### src/rtl/tcam_pkg.sv
// Shared types and constants for the TCAM row update sequencer.
// Optional build macro used by the top: TCAM_LKP_STARVE_GUARD_EN.
package tcam_pkg;

    localparam int NUM_RULES = 120;
    localparam int KEY_W     = 8;
    localparam int IDX_W     = 7;
    localparam int MAX_STALL = 4;
    localparam int STALL_W   = $clog2(MAX_STALL + 1);

    typedef enum logic [1:0] {
        IDLE  = 2'd0,
        SWEEP = 2'd1,
        DONE  = 2'd2
    } state_t;

    // Match bit stored at one key address of a rule column: the address
    // matches when it agrees with the value on every cared-for bit.
    // A delete always writes zero.
    function automatic logic ternary_bit(
        input logic [KEY_W-1:0] addr,
        input logic [KEY_W-1:0] value,
        input logic [KEY_W-1:0] mask,
        input logic             del
    );
        return !del && ((addr & ~mask) == (value & ~mask));
    endfunction

endpackage

### src/rtl/tcam_col_decode.sv
// Rule index to one-hot column-enable decoder. Indices beyond the last
// rule column decode to all zeros, so they can never enable a write.
module tcam_col_decode
    import tcam_pkg::*;
(
    input  logic [IDX_W-1:0]     idx,
    output logic [NUM_RULES-1:0] onehot
);

    genvar gi;
    generate
        for (gi = 0; gi < NUM_RULES; gi++) begin : g_col
            assign onehot[gi] = (idx == IDX_W'(gi));
        end
    endgenerate

endmodule

### src/rtl/tcam_update_ctrl.sv
// Update sequencer and port arbiter for the RAM-based TCAM row.
// A rule update becomes a 256-address write sweep of its match column;
// lookups share the same single access port and win arbitration.
// Build macro TCAM_LKP_STARVE_GUARD_EN: when defined, a run of MAX_STALL
// lost sweep cycles forces one write cycle; when undefined, lookups have
// strict priority and may stall a sweep indefinitely.
module tcam_update_ctrl
    import tcam_pkg::*;
(
    input  logic                 write_clk,
    input  logic                 rst_n,
    input  logic                 upd_valid,
    output logic                 upd_ready,
    input  logic [IDX_W-1:0]     upd_idx,
    input  logic [KEY_W-1:0]     upd_value,
    input  logic [KEY_W-1:0]     upd_mask,
    input  logic                 upd_del,
    output logic                 upd_done,
    output logic                 upd_err,
    input  logic                 lkp_valid,
    output logic                 lkp_ready,
    input  logic [KEY_W-1:0]     lkp_key,
    output logic                 ram_wren,
    output logic                 ram_readen,
    output logic [KEY_W-1:0]     ram_wr_addr,
    output logic [KEY_W-1:0]     ram_key,
    output logic [NUM_RULES-1:0] ram_col_sel,
    output logic                 ram_wr_bit,
    output logic                 busy,
    output logic [NUM_RULES-1:0] rule_valid
);

    state_t               state_reg, state_next;
    logic [IDX_W-1:0]     idx_reg;
    logic [KEY_W-1:0]     value_reg, mask_reg, cnt_reg;
    logic                 del_reg;
    logic [NUM_RULES-1:0] col_onehot;
    logic                 upd_ready_reg, upd_done_reg, upd_err_reg;
    logic                 ram_wren_reg, ram_readen_reg, ram_wr_bit_reg;
    logic [KEY_W-1:0]     ram_wr_addr_reg, ram_key_reg;
    logic [NUM_RULES-1:0] ram_col_sel_reg, rule_valid_reg;
    logic                 upd_accept, upd_in_range, lkp_grant, upd_grant;
    logic                 force_upd;

    tcam_col_decode u_col_decode (
        .idx    (idx_reg),
        .onehot (col_onehot)
    );

`ifdef TCAM_LKP_STARVE_GUARD_EN
    logic [STALL_W-1:0] stall_reg;

    assign force_upd = (state_reg == SWEEP) && (stall_reg == STALL_W'(MAX_STALL));

    // Count consecutive sweep cycles lost to lookups; any write clears it.
    always_ff @(posedge write_clk or negedge rst_n) begin
        if (!rst_n) begin
            stall_reg <= '0;
        end else if ((state_reg == SWEEP) && lkp_grant) begin
            stall_reg <= stall_reg + STALL_W'(1);
        end else begin
            stall_reg <= '0;
        end
    end
`else
    assign force_upd = 1'b0;
`endif

    // State register.
    always_ff @(posedge write_clk or negedge rst_n) begin
        if (!rst_n) begin
            state_reg <= IDLE;
        end else begin
            state_reg <= state_next;
        end
    end

    // Next-state logic: a sweep ends on the grant of the last address.
    always_comb begin
        state_next = state_reg;
        case (state_reg)
            IDLE:    if (upd_accept && upd_in_range) state_next = SWEEP;
            SWEEP:   if (upd_grant && (cnt_reg == {KEY_W{1'b1}})) state_next = DONE;
            DONE:    state_next = IDLE;
            default: state_next = IDLE;
        endcase
    end

    // Arbitration and handshake decode; lookups win unless a write is forced.
    always_comb begin
        lkp_grant    = lkp_valid && !force_upd;
        upd_grant    = (state_reg == SWEEP) && !lkp_grant;
        upd_accept   = (state_reg == IDLE) && upd_valid && upd_ready_reg;
        upd_in_range = (upd_idx < IDX_W'(NUM_RULES));
    end

    // Latch the accepted rule and step the sweep address on each write grant.
    always_ff @(posedge write_clk or negedge rst_n) begin
        if (!rst_n) begin
            idx_reg   <= '0;
            value_reg <= '0;
            mask_reg  <= '0;
            del_reg   <= 1'b0;
            cnt_reg   <= '0;
        end else if (upd_accept && upd_in_range) begin
            idx_reg   <= upd_idx;
            value_reg <= upd_value;
            mask_reg  <= upd_mask;
            del_reg   <= upd_del;
            cnt_reg   <= '0;
        end else if (upd_grant) begin
            cnt_reg <= cnt_reg + KEY_W'(1);
        end
    end

    // Registered row-port strobes; write-side fields are zero when idle.
    always_ff @(posedge write_clk or negedge rst_n) begin
        if (!rst_n) begin
            ram_wren_reg    <= 1'b0;
            ram_wr_addr_reg <= '0;
            ram_col_sel_reg <= '0;
            ram_wr_bit_reg  <= 1'b0;
            ram_readen_reg  <= 1'b0;
            ram_key_reg     <= '0;
        end else begin
            ram_wren_reg    <= upd_grant;
            ram_wr_addr_reg <= upd_grant ? cnt_reg : '0;
            ram_col_sel_reg <= upd_grant ? col_onehot : '0;
            ram_wr_bit_reg  <= upd_grant && ternary_bit(cnt_reg, value_reg, mask_reg, del_reg);
            ram_readen_reg  <= lkp_grant;
            ram_key_reg     <= lkp_grant ? lkp_key : '0;
        end
    end

    // Handshake pulses, ready flag and rule-valid bookkeeping.
    // upd_ready is registered so that it reads zero while in reset.
    always_ff @(posedge write_clk or negedge rst_n) begin
        if (!rst_n) begin
            upd_ready_reg  <= 1'b0;
            upd_done_reg   <= 1'b0;
            upd_err_reg    <= 1'b0;
            rule_valid_reg <= '0;
        end else begin
            upd_ready_reg <= (state_next == IDLE);
            upd_done_reg  <= (state_reg == DONE);
            upd_err_reg   <= upd_accept && !upd_in_range;
            if (state_reg == DONE) begin
                rule_valid_reg <= del_reg ? (rule_valid_reg & ~col_onehot)
                                          : (rule_valid_reg | col_onehot);
            end
        end
    end

    assign upd_ready   = upd_ready_reg;
    assign upd_done    = upd_done_reg;
    assign upd_err     = upd_err_reg;
    assign lkp_ready   = !force_upd;
    assign ram_wren    = ram_wren_reg;
    assign ram_readen  = ram_readen_reg;
    assign ram_wr_addr = ram_wr_addr_reg;
    assign ram_key     = ram_key_reg;
    assign ram_col_sel = ram_col_sel_reg;
    assign ram_wr_bit  = ram_wr_bit_reg;
    assign busy        = (state_reg != IDLE);
    assign rule_valid  = rule_valid_reg;

endmodule
### config.mk
export PLATFORM = sky130hd
export DESIGN_NAME = tcam_update_ctrl
export DESIGN_NICKNAME = d
export VERILOG_FILES = /design/src/rtl/tcam_pkg.sv /design/src/rtl/tcam_col_decode.sv /design/src/rtl/tcam_update_ctrl.sv
export SDC_FILE = /design/constraint.sdc
export NUM_CORES = 1
export LEC_CHECK = 0
export ABC_AREA = 1
export CAP_MARGIN = 20
export CELL_PAD_IN_SITES_DETAIL_PLACEMENT = 1
export CELL_PAD_IN_SITES_GLOBAL_PLACEMENT = 1
export CORE_ASPECT_RATIO = 0.8
export CORE_UTILIZATION = 36
export CTS_CLUSTER_DIAMETER = 50
export CTS_CLUSTER_SIZE = 40
export DETAILED_ROUTE_END_ITERATION = 16
export HOLD_SLACK_MARGIN = 0.1
export PLACE_DENSITY = 0.85
export SYNTH_ARGS = -nofsm -noshare
export SYNTH_HDL_FRONTEND = slang
export SYNTH_HIERARCHICAL = 1
export SYNTH_SLANG_ARGS = --single-unit
### constraint.sdc
create_clock -name write_clk -period 1.45 [get_ports write_clk]
set_input_delay 0.29 -clock write_clk [delete_from_list [all_inputs] [get_ports write_clk]]
set_output_delay 0.29 -clock write_clk [all_outputs]
set_load 0.01 [all_outputs]
==> metrics.yaml, run 1 <==
status: "finished, violations left"
failed_checks: "negative setup slack"
pwr_density_cell_mw_per_mm2: 1130
power.ir.vdd_worst_uv: 851
cts_root_cell: "sky130_fd_sc_hd__clkbuf_16"
synth-edff-count: 0
setup_viol: 174
syn_area_per_cell_um2: 8.82
achievable-frequency_ghz: 0.600
synth.yosys.seq_area_share_pct: 63.8
power_leakage_nw: 8.97
cts-root-to-sink-buffers: 3
initial_core_util_pct: 36.8
tritoncts: "yes"
placement_rows: 58
globalplace.congestion: 0.895
routedWlPerCell_um: 23.1
place_hpwl_um: 30000
route.vias.total: 11100
timing.setup.critical_path_class: "reg2reg"
setup.worst_path.start_class: "flip-flop"
netlist.area_leader.share_pct: 63.8
grt_max_degree: 59
critical_path_arrival_ns: 2.10
placeableCoreArea_mm2: 0.0316
layout-drive-gt1-share_pct: 48.1
antenna_violations_before_repair: 0
boundaryPins: 300
maxCapViolations: 0
cp.required_ns: 1.88
worst-path-max-fanout: 5
overflow: 0
clock_insertion_delay_worst_skew_ns: 0.56
total_routing_usage_gr_pct: 27.2
synth_nets: 1353
synth_async_sr_flop_share_pct: 100
drtIter0Drc: 577
hold_viol: 0
detail_route.drc_violations: 0
fin_crit_sh_pct: 115
buffer_ports.inserted: 298
post_synth_instance_area_mm2: 0.0116
synth_top_area_cell: "sky130_fd_sc_hd__dfrtp_1"
final_util_pct: 59.1
synthesis.yosys.warnings: 6
die_area_mm2: 0.0330
crit_start: "idx_reg[2]$_DFFE_PN0P_"
postSynthRegisterBits: 296
via_per_inst: 5.01
clk_sink_count: 296
dieWidth_um: 203
die-height_um: 163
r2r-start: "idx_reg[2]$_DFFE_PN0P_"
cts-htree-levels: 1
final_cell_area_mm2: 0.0187
syn-instance-count: 1316
rsz_0062_raised_after_global_routing: "yes"
final_number_of_max_transition_violations: 0
first_global_vias: 11800
clkTransAtPathRegs_ns: 0.07
hold_class: "in2async"
drtPass1Iterations: 4
area_growth_syn_to_layout_pct: 60.7
preCtsSetupSlack_ns: -0.245
dominantRegCellSynth: "sky130_fd_sc_hd__dfrtp_1"
fin_nets: 1812
fin_crit_ns: 1.67
reg2reg_depth: 8
synthTopCellsByArea: "sky130_fd_sc_hd__dfrtp_1 64%, sky130_fd_sc_hd__nand2_1 12%, sky130_fd_sc_hd__nor2_1 8.9%"
route.final.wire_length_um: 51300
numCtsBuffers: 30
postRouteAntennaNets: 0
worst_slack_ns: -0.217
skew_ns: 0.0109
antennaDiodeCount: 0
synthDistinctLibCells: 24
first_pass_grt_wire_length_um: 68700
dpl-instance-area_mm2: 0.0159
p_total_mw: 21.1
endpoint_kind: "flip-flop"
==> per-stage QoR <==
step | setup TNS, ns | instances | hold WS (ns)
after detailed placement | -24.46 | 2079 | 0.188
after floorplan | 0 | 1316 | -0.00559
after CTS | -0.712 | 2175 | 0.183
after global routing | -21.71 | 2216 | 0.193
after global placement | -11.61 | 2079 | 0.193
final | -10.44 | 2216 | 0.187
==> cell type report <==
cell class                      count  area, µm²
Clock buffer                       33        793
Timing Repair Buffer              478       4100
Inverter                          161        634
Multi-Input combinational cell    805       4900
Fill cell                        3489      12900
Sequential cell                   296       7420
Timing Repair inverter              3       62.6
Tap cell                          420        526
Clock inverter                     20        229
==> worst max-delay path: stages (launching register included) <==
cell                      delay, ns
sky130_fd_sc_hd__dfrtp_2       0.47
sky130_fd_sc_hd__nor2_4        0.25
sky130_fd_sc_hd__buf_6         0.14
sky130_fd_sc_hd__nand2_4       0.06
sky130_fd_sc_hd__buf_12        0.16
sky130_fd_sc_hd__nor2_4        0.15
sky130_fd_sc_hd__nand2_2       0.09
sky130_fd_sc_hd__nand2_1       0.10
sky130_fd_sc_hd__o21ai_1       0.09
==> path summary, 6_finish.rpt <==
kind | to | slack [ns]
max | flip-flop | -0.22
min | mask_reg[1]$_DFFE_PN0P_ | 0.19
max reg2reg | flip-flop | -0.22
min reg2reg | flip-flop | 0.49
max in group asynchronous | async pin | 0.62
min in group write_clk | ram_key[2]$_DFF_PN0_ | 0.25
==> report_power, final <==
part | internal, mW | leakage (nW) | total, mW | switching, mW
registers | 8.59 | 4.04 | 8.97 | 0.378
logic | 1.42 | 4.45 | 3.99 | 2.57
clock network | 4.42 | 0.485 | 8.13 | 3.71
total | 14.4 | 8.97 | 21.1 | 6.66
==> cell usage in the layout (no fill, tap or decap), types with 3 or more instances in the layout <==
| cell | instances |
|---|---|
| sky130_fd_sc_hd__nand3_2 | 4 |
| sky130_fd_sc_hd__clkinv_4 | 3 |
| sky130_fd_sc_hd__clkbuf_2 | 9 |
| sky130_fd_sc_hd__inv_4 | 5 |
| sky130_fd_sc_hd__nand3_4 | 3 |
| sky130_fd_sc_hd__nand2_4 | 14 |
| sky130_fd_sc_hd__o21ai_1 | 98 |
| sky130_fd_sc_hd__nor2_4 | 126 |
| sky130_fd_sc_hd__buf_12 | 40 |
| sky130_fd_sc_hd__buf_2 | 248 |
| sky130_fd_sc_hd__nand2_2 | 133 |
| sky130_fd_sc_hd__inv_2 | 24 |
| sky130_fd_sc_hd__nand2_1 | 211 |
| sky130_fd_sc_hd__clkbuf_16 | 44 |
| sky130_fd_sc_hd__clkdlybuf4s50_1 | 34 |
| sky130_fd_sc_hd__nand3_1 | 14 |
| sky130_fd_sc_hd__dfrtp_2 | 7 |
| sky130_fd_sc_hd__nor2_1 | 125 |
| sky130_fd_sc_hd__buf_4 | 80 |
| sky130_fd_sc_hd__nor2_2 | 26 |
| sky130_fd_sc_hd__clkinvlp_4 | 5 |
| sky130_fd_sc_hd__dfrtp_1 | 288 |
| sky130_fd_sc_hd__clkinv_8 | 5 |
| sky130_fd_sc_hd__buf_8 | 11 |
| sky130_fd_sc_hd__o21ai_2 | 17 |
| sky130_fd_sc_hd__buf_6 | 31 |
| sky130_fd_sc_hd__nand2_8 | 4 |
| sky130_fd_sc_hd__clkdlybuf4s15_2 | 3 |
| sky130_fd_sc_hd__buf_16 | 6 |
| sky130_fd_sc_hd__nor3_1 | 4 |
| sky130_fd_sc_hd__o21ai_0 | 16 |
| sky130_fd_sc_hd__inv_6 | 5 |
| sky130_fd_sc_hd__inv_1 | 130 |
==> cell usage after synthesis, types with 2 or more instances <==
cell	count
sky130_fd_sc_hd__buf_4	18
sky130_fd_sc_hd__nor2_4	2
sky130_fd_sc_hd__a21oi_1	2
sky130_fd_sc_hd__nand2_1	361
sky130_fd_sc_hd__buf_2	17
sky130_fd_sc_hd__dfrtp_1	296
sky130_fd_sc_hd__o21ai_1	27
sky130_fd_sc_hd__nand3_1	21
sky130_fd_sc_hd__nand4_1	2
sky130_fd_sc_hd__clkbuf_1	17
sky130_fd_sc_hd__inv_1	160
sky130_fd_sc_hd__nor3_1	4
sky130_fd_sc_hd__nor2_1	274
sky130_fd_sc_hd__o21ai_0	104
sky130_fd_sc_hd__buf_6	2
==> what timing repair did <==
| action | in CTS | in global routing |
|---|---|---|
| gates cloned | 4 | 16 |
| pin swaps | 9 | 161 |
| hold buffers | 1 | 0 |
| setup buffers | 38 | 28 |
| endpoints found under the hold margin | 296 | 0 |
| resized for setup | 1170 | 587 |
| setup endpoints to repair | 427 | 208 |
==> logic make-up (layout without fill, tap and decap cells) <==
kind of cell / count (synthesis) / after routing / synth area share, %
compound gates: 133 / 133 / 5.73
xor+xnor: 1 / 1 / 0.0755
fa+ha+maj: 1 / 1 / 0.108
buf+inv: 215 / 695 / 7.87
flops: 296 / 296 / 63.8
other cells: 1 / 1 / 0.0323
simple gates: 669 / 669 / 22.4
==> routing by layer <==
metal | vias to the layer above | GRT usage [%] | part of all wire (%)
met1 | 5697 | 34.2 | 40
met3 | 131 | 5.36 | 5.4
met2 | 367 | 46.9 | 50
met4 | 0 | 9.64 | 4.3
li1 | 4918 | - | -
met5 | - | 0 | 0
Power figures use the tool's default switching activity.
==> run 2: changes to the inputs <==
--- a/config.mk
+++ b/config.mk
@@ -7,15 +7,13 @@
 export LEC_CHECK = 0
 export ABC_AREA = 1
 export CAP_MARGIN = 20
-export CELL_PAD_IN_SITES_DETAIL_PLACEMENT = 1
-export CELL_PAD_IN_SITES_GLOBAL_PLACEMENT = 1
 export CORE_ASPECT_RATIO = 0.8
-export CORE_UTILIZATION = 36
+export CORE_UTILIZATION = 45
 export CTS_CLUSTER_DIAMETER = 50
 export CTS_CLUSTER_SIZE = 40
 export DETAILED_ROUTE_END_ITERATION = 16
 export HOLD_SLACK_MARGIN = 0.1
-export PLACE_DENSITY = 0.85
+export PLACE_DENSITY = 0.8
 export SYNTH_ARGS = -nofsm -noshare
 export SYNTH_HDL_FRONTEND = slang
 export SYNTH_HIERARCHICAL = 1
==> constraint.sdc (replaced) <==
create_clock -name write_clk -period 1.45 [get_ports write_clk]
set_input_delay 0.29 -clock write_clk [delete_from_list [all_inputs] [get_ports write_clk]]
set_output_delay 0.29 -clock write_clk [all_outputs]
set_load 0.02 [all_outputs]
==> run 2 against run 1 <==
The run still ends with negative setup slack left. Non-clock buffer count fell by 62. Final area is 8.3% lower. Clock-buffer cell count decreased by 8. Largest cell class unchanged. Clock skew up 0.0092 ns.
==> metrics.yaml, run 2 (synthesized netlist as in run 1, its figures left out) <==
status: "finished, violations left"  # unchanged
failed_checks: "negative setup slack"  # unchanged
antennaDiodeCount: 0  # unchanged
overflow: 0  # unchanged
post-place-cells: 1977  # was 2079
cts-htree-levels: 1  # unchanged
boundaryPins: 300  # unchanged
timing.setup.critical_path_class: "reg2reg"  # unchanged
critical_path_arrival_ns: 2.02  # was 2.10 ns
clock_insertion_delay_worst_skew_ns: 0.55  # was 0.56 ns
power.ir.vdd_worst_uv: 805  # was 851 µV
hold_class: "in2async"  # unchanged
cts_root_cell: "sky130_fd_sc_hd__clkbuf_16"  # unchanged
route.vias.total: 10400  # was 11100
layout_common_cells: "290 x sky130_fd_sc_hd__dfrtp_1, 262 x sky130_fd_sc_hd__buf_2, 246 x sky130_fd_sc_hd__nand2_1, 148 x sky130_fd_sc_hd__inv_1, 142 x sky130_fd_sc_hd__nor2_1"  # was 288 x sky130_fd_sc_hd__dfrtp_1, 248 x sky130_fd_sc_hd__buf_2, 211 x sky130_fd_sc_hd__nand2_1, 133 x sky130_fd_sc_hd__nand2_2, 130 x sky130_fd_sc_hd__inv_1
holdWs_ns: 0.202  # was 0.187 ns
r2r_setup_slack_ns: -0.16  # was -0.22 ns
fin_nets: 1742  # was 1812
worst-path-max-fanout: 6  # was 5
initial_core_util_pct: 45.9  # was 36.8%
globalplace.congestion: 0.902  # was 0.895
antenna_violations_before_repair: 0  # unchanged
placement_rows: 52  # was 58
first_global_vias: 10000  # was 11800
mostFrequentLayoutCell: "sky130_fd_sc_hd__dfrtp_1"  # unchanged
p_total_mw: 19.6  # was 21.1 mW
final_number_of_max_transition_violations: 0  # unchanged
reg2reg_depth: 8  # unchanged
final_util_pct: 67.6  # was 59.1%
fin_crit_sh_pct: 111  # was 115%
setup_viol: 97  # was 174
power_leakage_nw: 8.32  # was 8.97 nW
placeableCoreArea_mm2: 0.0253  # was 0.0316 mm²
final_cell_area_mm2: 0.0171  # was 0.0187 mm²
hold_viol: 0  # unchanged
via_per_inst: 5.07  # was 5.01
rsz_0062_raised_after_global_routing: "yes"  # unchanged
worst_slack_ns: -0.158  # was -0.217 ns
filler_cell_count: 1871  # was 3489
preCtsSetupSlack_ns: -0.159  # was -0.245 ns
layout-drive-gt1-share_pct: 40.9  # was 48.1%
drtIter0Drc: 749  # was 577
skew_ns: 0.0201  # was 0.0109 ns
route.final.wire_length_um: 38300  # was 51300 µm
buffer_ports.inserted: 298  # unchanged
setup.worst_path.start_class: "flip-flop"  # unchanged
r2r-start: "idx_reg[1]$_DFFE_PN0P_"  # was idx_reg[2]$_DFFE_PN0P_
cts-root-to-sink-buffers: 3  # unchanged
dpl-instance-area_mm2: 0.0157  # was 0.0159 mm²
detail_route.drc_violations: 0  # unchanged
postRouteAntennaNets: 0  # unchanged
achievable-frequency_ghz: 0.622  # was 0.600 GHz
maxCapViolations: 0  # unchanged
total_routing_usage_gr_pct: 27.6  # was 27.2%
clkTransAtPathRegs_ns: 0.09  # was 0.07 ns
place_hpwl_um: 25200  # was 30000 µm
area_growth_syn_to_layout_pct: 47.4  # was 60.7%
grt_max_degree: 81  # was 59
die-height_um: 146  # was 163 µm
tritoncts: "yes"  # unchanged
fin_cells: 2048  # was 2216
die_area_mm2: 0.0264  # was 0.0330 mm²
cp.required_ns: 1.86  # was 1.88 ns
first_pass_grt_wire_length_um: 56700  # was 68700 µm
drtPass1Iterations: 5  # was 4
dieWidth_um: 182  # was 203 µm
pwr_density_cell_mw_per_mm2: 1150  # was 1130 mW/mm²
clk_sink_count: 296  # unchanged
routedWlPerCell_um: 18.7  # was 23.1 µm
endpoint_kind: "flip-flop"  # unchanged
fin_crit_ns: 1.61  # was 1.67 ns
numCtsBuffers: 25  # was 30
crit_start: "idx_reg[1]$_DFFE_PN0P_"  # was idx_reg[2]$_DFFE_PN0P_
setup_tns_ns: -5.41  # was -10.44 ns
## run 2: changes by cell type in the layout (fill, tap and decap cells not counted), sizes merged
cell,before,now
bufinv,2,0
clkinv,11,6
inv,166,176
clkbuf,55,27
clkdlybuf4s15,5,0
buf,416,379
clkinvlp,5,0
## run 2: how the worst max path moves through the flow
stage                     depth (start not counted)                          to  slack (ns)
final                                             8                   flip-flop       -0.16
after global routing                              8                   flip-flop       -0.23
after CTS                                         2                        busy       -0.16
after detailed placement                          8                   flip-flop       -0.16
after global placement                            7  ram_col_sel[113]$_DFF_PN0_       -0.09
after floorplan                                   7                   flip-flop        0.12
## run 2: report_power, final
group | internal (mW) | switching [mW]
registers | 8.59 | 0.292
logic | 1.31 | 2.36
clock network | 3.47 | 3.62
## run 2: layer usage
metal | wire length, µm | GRT usage (%) | up-vias | part of all wire (%)
met5 | 0 | 0 | - | 0
met4 | 1170 | 7.92 | 0 | 3.1
met3 | 3190 | 7.33 | 72 | 8.3
met2 | 18200 | 43.4 | 410 | 47
met1 | 15800 | 37.9 | 5129 | 41
li1 | - | - | 4770 | -
## run 2: timing repair
action                                 in CTS  in global routing
setup endpoints to repair                 378                161
hold buffers                                1                  0
pin swaps                                   4                 86
gates cloned                                1                  2
buffers inserted                            3                 18
gates resized for setup                  1128                486
endpoints found under the hold margin     296                  0
## run 2: area by class of cell
type / instances / area, µm² / area share (%)
multi-input cells: 805 / 4580 / 26.8
well taps: 324 / 405 / 2.37
clock inverters: 21 / 243 / 1.42
clock buffers: 25 / 626 / 3.66
flip-flops and latches: 296 / 7420 / 43.3
repair buffers: 416 / 3210 / 18.8
inverters: 161 / 627 / 3.66
## run 2: critical path, cell delays in order, from the launching register on
cell	delay, ns
sky130_fd_sc_hd__dfrtp_2	0.47
sky130_fd_sc_hd__inv_2	0.07
sky130_fd_sc_hd__nor2_4	0.25
sky130_fd_sc_hd__nand2_2	0.13
sky130_fd_sc_hd__buf_12	0.18
sky130_fd_sc_hd__nor2_4	0.13
sky130_fd_sc_hd__nand2_2	0.08
sky130_fd_sc_hd__nand2_2	0.09
sky130_fd_sc_hd__o21ai_2	0.05
==> run 3: changes to the inputs <==
--- a/config.mk
+++ b/config.mk
@@ -13,7 +13,7 @@
 export CTS_CLUSTER_SIZE = 40
 export DETAILED_ROUTE_END_ITERATION = 16
 export HOLD_SLACK_MARGIN = 0.1
-export PLACE_DENSITY = 0.8
+export PLACE_DENSITY = 0.74
 export SYNTH_ARGS = -nofsm -noshare
 export SYNTH_HDL_FRONTEND = slang
 export SYNTH_HIERARCHICAL = 1
==> run 3 against run 2 <==
The run still ends with negative setup slack left. Total power increased by 1.3%. Hold slack improved by 0.020 ns. Final cell count increased by 2.1%. Combinational power increased by 3%. Flip-flop and latch count unchanged. Worst setup slack got worse by 0.0088 ns. Clock skew increased by 0.0028 ns. Sequential power about the same. Largest cell class unchanged. Critical path depth decreased by 6.
==> metrics.yaml, run 3 (synthesized netlist as in run 1, its figures left out) <==
status: "finished, violations left"  # unchanged
failed_checks: "negative setup slack"  # unchanged
placeableCoreArea_mm2: 0.0253  # unchanged
initial_core_util_pct: 45.9  # unchanged
place_hpwl_um: 24400  # was 25200 µm
setup_viol: 100  # was 97
endpoint_kind: "output pin"  # was flip-flop
first_pass_grt_wire_length_um: 57600  # was 56700 µm
tightest_slew_ns: 0.572
hold_viol: 0  # unchanged
buffer_ports.inserted: 298  # unchanged
boundaryPins: 300  # unchanged
grt_max_degree: 73  # was 81
setup.worst_path.start_class: "flip-flop"  # unchanged
tritoncts: "yes"  # unchanged
route.final.wire_length_um: 42000  # was 38300 µm
postRouteAntennaNets: 0  # unchanged
drtIter0Drc: 997  # was 749
antennaDiodeCount: 0  # unchanged
detail_route.drc_violations: 0  # unchanged
cts_root_cell: "sky130_fd_sc_hd__clkbuf_16"  # unchanged
layout-drive-gt1-share_pct: 44.6  # was 40.9%
clkTransAtPathRegs_ns: 0.08  # was 0.09 ns
die-height_um: 146  # unchanged
post-place-cells: 1978  # was 1977
filler_cell_count: 1752  # was 1871
setup_tns_ns: -4.59  # was -5.41 ns
route.vias.total: 10900  # was 10400
die_area_mm2: 0.0264  # unchanged
clock_insertion_delay_worst_skew_ns: 0.55  # about the same
fin_nets: 1783  # was 1742
fin_crit_sh_pct: 112  # was 111%
achievable-frequency_ghz: 0.618  # was 0.622 GHz
worst-path-max-fanout: 2  # was 6
pwr_density_cell_mw_per_mm2: 1090  # was 1150 mW/mm²
area_growth_syn_to_layout_pct: 57.1  # was 47.4%
first_global_vias: 10100  # was 10000
layout_common_cells: "288 x sky130_fd_sc_hd__dfrtp_1, 262 x sky130_fd_sc_hd__buf_2, 218 x sky130_fd_sc_hd__nand2_1, 147 x sky130_fd_sc_hd__inv_1, 142 x sky130_fd_sc_hd__nor2_1"  # was 290 x sky130_fd_sc_hd__dfrtp_1, 262 x sky130_fd_sc_hd__buf_2, 246 x sky130_fd_sc_hd__nand2_1, 148 x sky130_fd_sc_hd__inv_1, 142 x sky130_fd_sc_hd__nor2_1
fin_crit_ns: 1.62  # was 1.61 ns
mostFrequentLayoutCell: "sky130_fd_sc_hd__dfrtp_1"  # unchanged
power.ir.vdd_worst_uv: 925  # was 805 µV
critical_path_arrival_ns: 1.33  # was 2.02 ns
dieWidth_um: 182  # unchanged
drtPass1Iterations: 5  # unchanged
routedWlPerCell_um: 20.1  # was 18.7 µm
cp.required_ns: 1.16  # was 1.86 ns
total_routing_usage_gr_pct: 28.4  # was 27.6%
via_per_inst: 5.21  # was 5.07
rsz_0062_raised_after_global_routing: "yes"  # unchanged
cts-htree-levels: 1  # unchanged
fin_cells: 2090  # was 2048
globalplace.congestion: 0.887  # was 0.902
placement_rows: 52  # unchanged
hold_class: "in2async"  # unchanged
worst_slack_ns: -0.167  # was -0.158 ns
skew_ns: 0.0229  # was 0.0201 ns
cts-root-to-sink-buffers: 3  # unchanged
final_number_of_max_transition_violations: 0  # unchanged
power_leakage_nw: 9.29  # was 8.32 nW
slew_headroom_pct: 61.8
overflow: 0  # unchanged
timing.setup.critical_path_class: "reg2out"  # was reg2reg
maxCapViolations: 0  # unchanged
clk_sink_count: 296  # unchanged
numCtsBuffers: 26  # was 25
antenna_violations_before_repair: 0  # unchanged
## run 3: changes by cell type in the layout (fill, tap and decap cells not counted), sizes merged
| cell | delta |
|---|---|
| clkinvlp | +1 |
| buf | +26 |
| inv | -4 |
| nand2 | +1 |
| clkbuf | +12 |
| clkinv | +6 |
## run 3: report_power, final
group / internal (mW) / total, mW / leakage, nW / switching (mW)
sequential: 8.59 / 8.91 / 4.04 / 0.326
clock: 3.61 / 7.20 / 0.434 / 3.59
combinational: 1.37 / 3.78 / 4.82 / 2.41
total: 13.6 / 19.9 / 9.29 / 6.32
## run 3: what timing repair did
item,4_1_cts,5_1_grt
resized for setup,1183,538
hold endpoints to repair,296,0
hold buffers,1,0
endpoints found under the setup margin,378,197
gates cloned,13,18
setup buffers,12,25
pin swaps,4,93
## run 3: final timing paths
| path | startpoint | to | slack, ns | cells after the start |
|---|---|---|---|---|
| min in group write_clk | upd_mask[3] | mask_reg[3]$_DFFE_PN0P_ | 0.27 | 3 |
| worst min register to register | mask_reg[3]$_DFFE_PN0P_ | mask_reg[3]$_DFFE_PN0P_ | 0.49 | 2 |
| worst min-delay path | rst_n | ram_col_sel[20]$_DFF_PN0_ | 0.22 | 2 |
| worst max register to register | idx_reg[1]$_DFFE_PN0P_ | flip-flop | -0.10 | 9 |
| max in group asynchronous | rst_n | async pin | 0.59 | 3 |
| worst max-delay path | state_reg[1]$_DFF_PN0_ | busy | -0.17 | 2 |
## run 3: routing by layer
metal	vias up	global-route usage [%]	routed length (µm)	part of all wire (%)
li1	4877	-	-	-
met1	5352	38.3	16600	40
met2	528	45.2	19900	47
met3	123	7.43	3850	9.2
met4	0	8.47	1600	3.8
met5	-	0	0	0
## run 3: layout make-up
type / instances / area, µm² / area share (%)
inverter: 161 / 624 / 3.42
multi-input combinational: 806 / 4880 / 26.8
timing repair buffer: 452 / 3980 / 21.8
sequential: 296 / 7420 / 40.7
clock buffer: 27 / 676 / 3.70
tap: 324 / 405 / 2.22
timing repair inverter: 3 / 45.0 / 0.247
clock inverter: 21 / 208 / 1.14
## run 3: metrics by stage
step	worst slack (ns)	hold slack, ns	utilization, %	power, mW	cell area (µm²)
floorplan	0.122	-0.00559	-	10.4	11600
global placement	-0.0893	0.213	62.0	12.0	15700
detailed placement	-0.172	0.214	62.0	12.0	15700
CTS	-0.168	0.227	63.8	19.1	16200
global route	-0.206	0.241	72.1	20.5	18200
finish	-0.167	0.221	72.1	19.9	18200
## run 3: worst max-delay path: stages, from the launching register on
cell and delay (ns):
sky130_fd_sc_hd__dfrtp_1 0.39, sky130_fd_sc_hd__or2_4 0.26, sky130_fd_sc_hd__buf_6 0.13
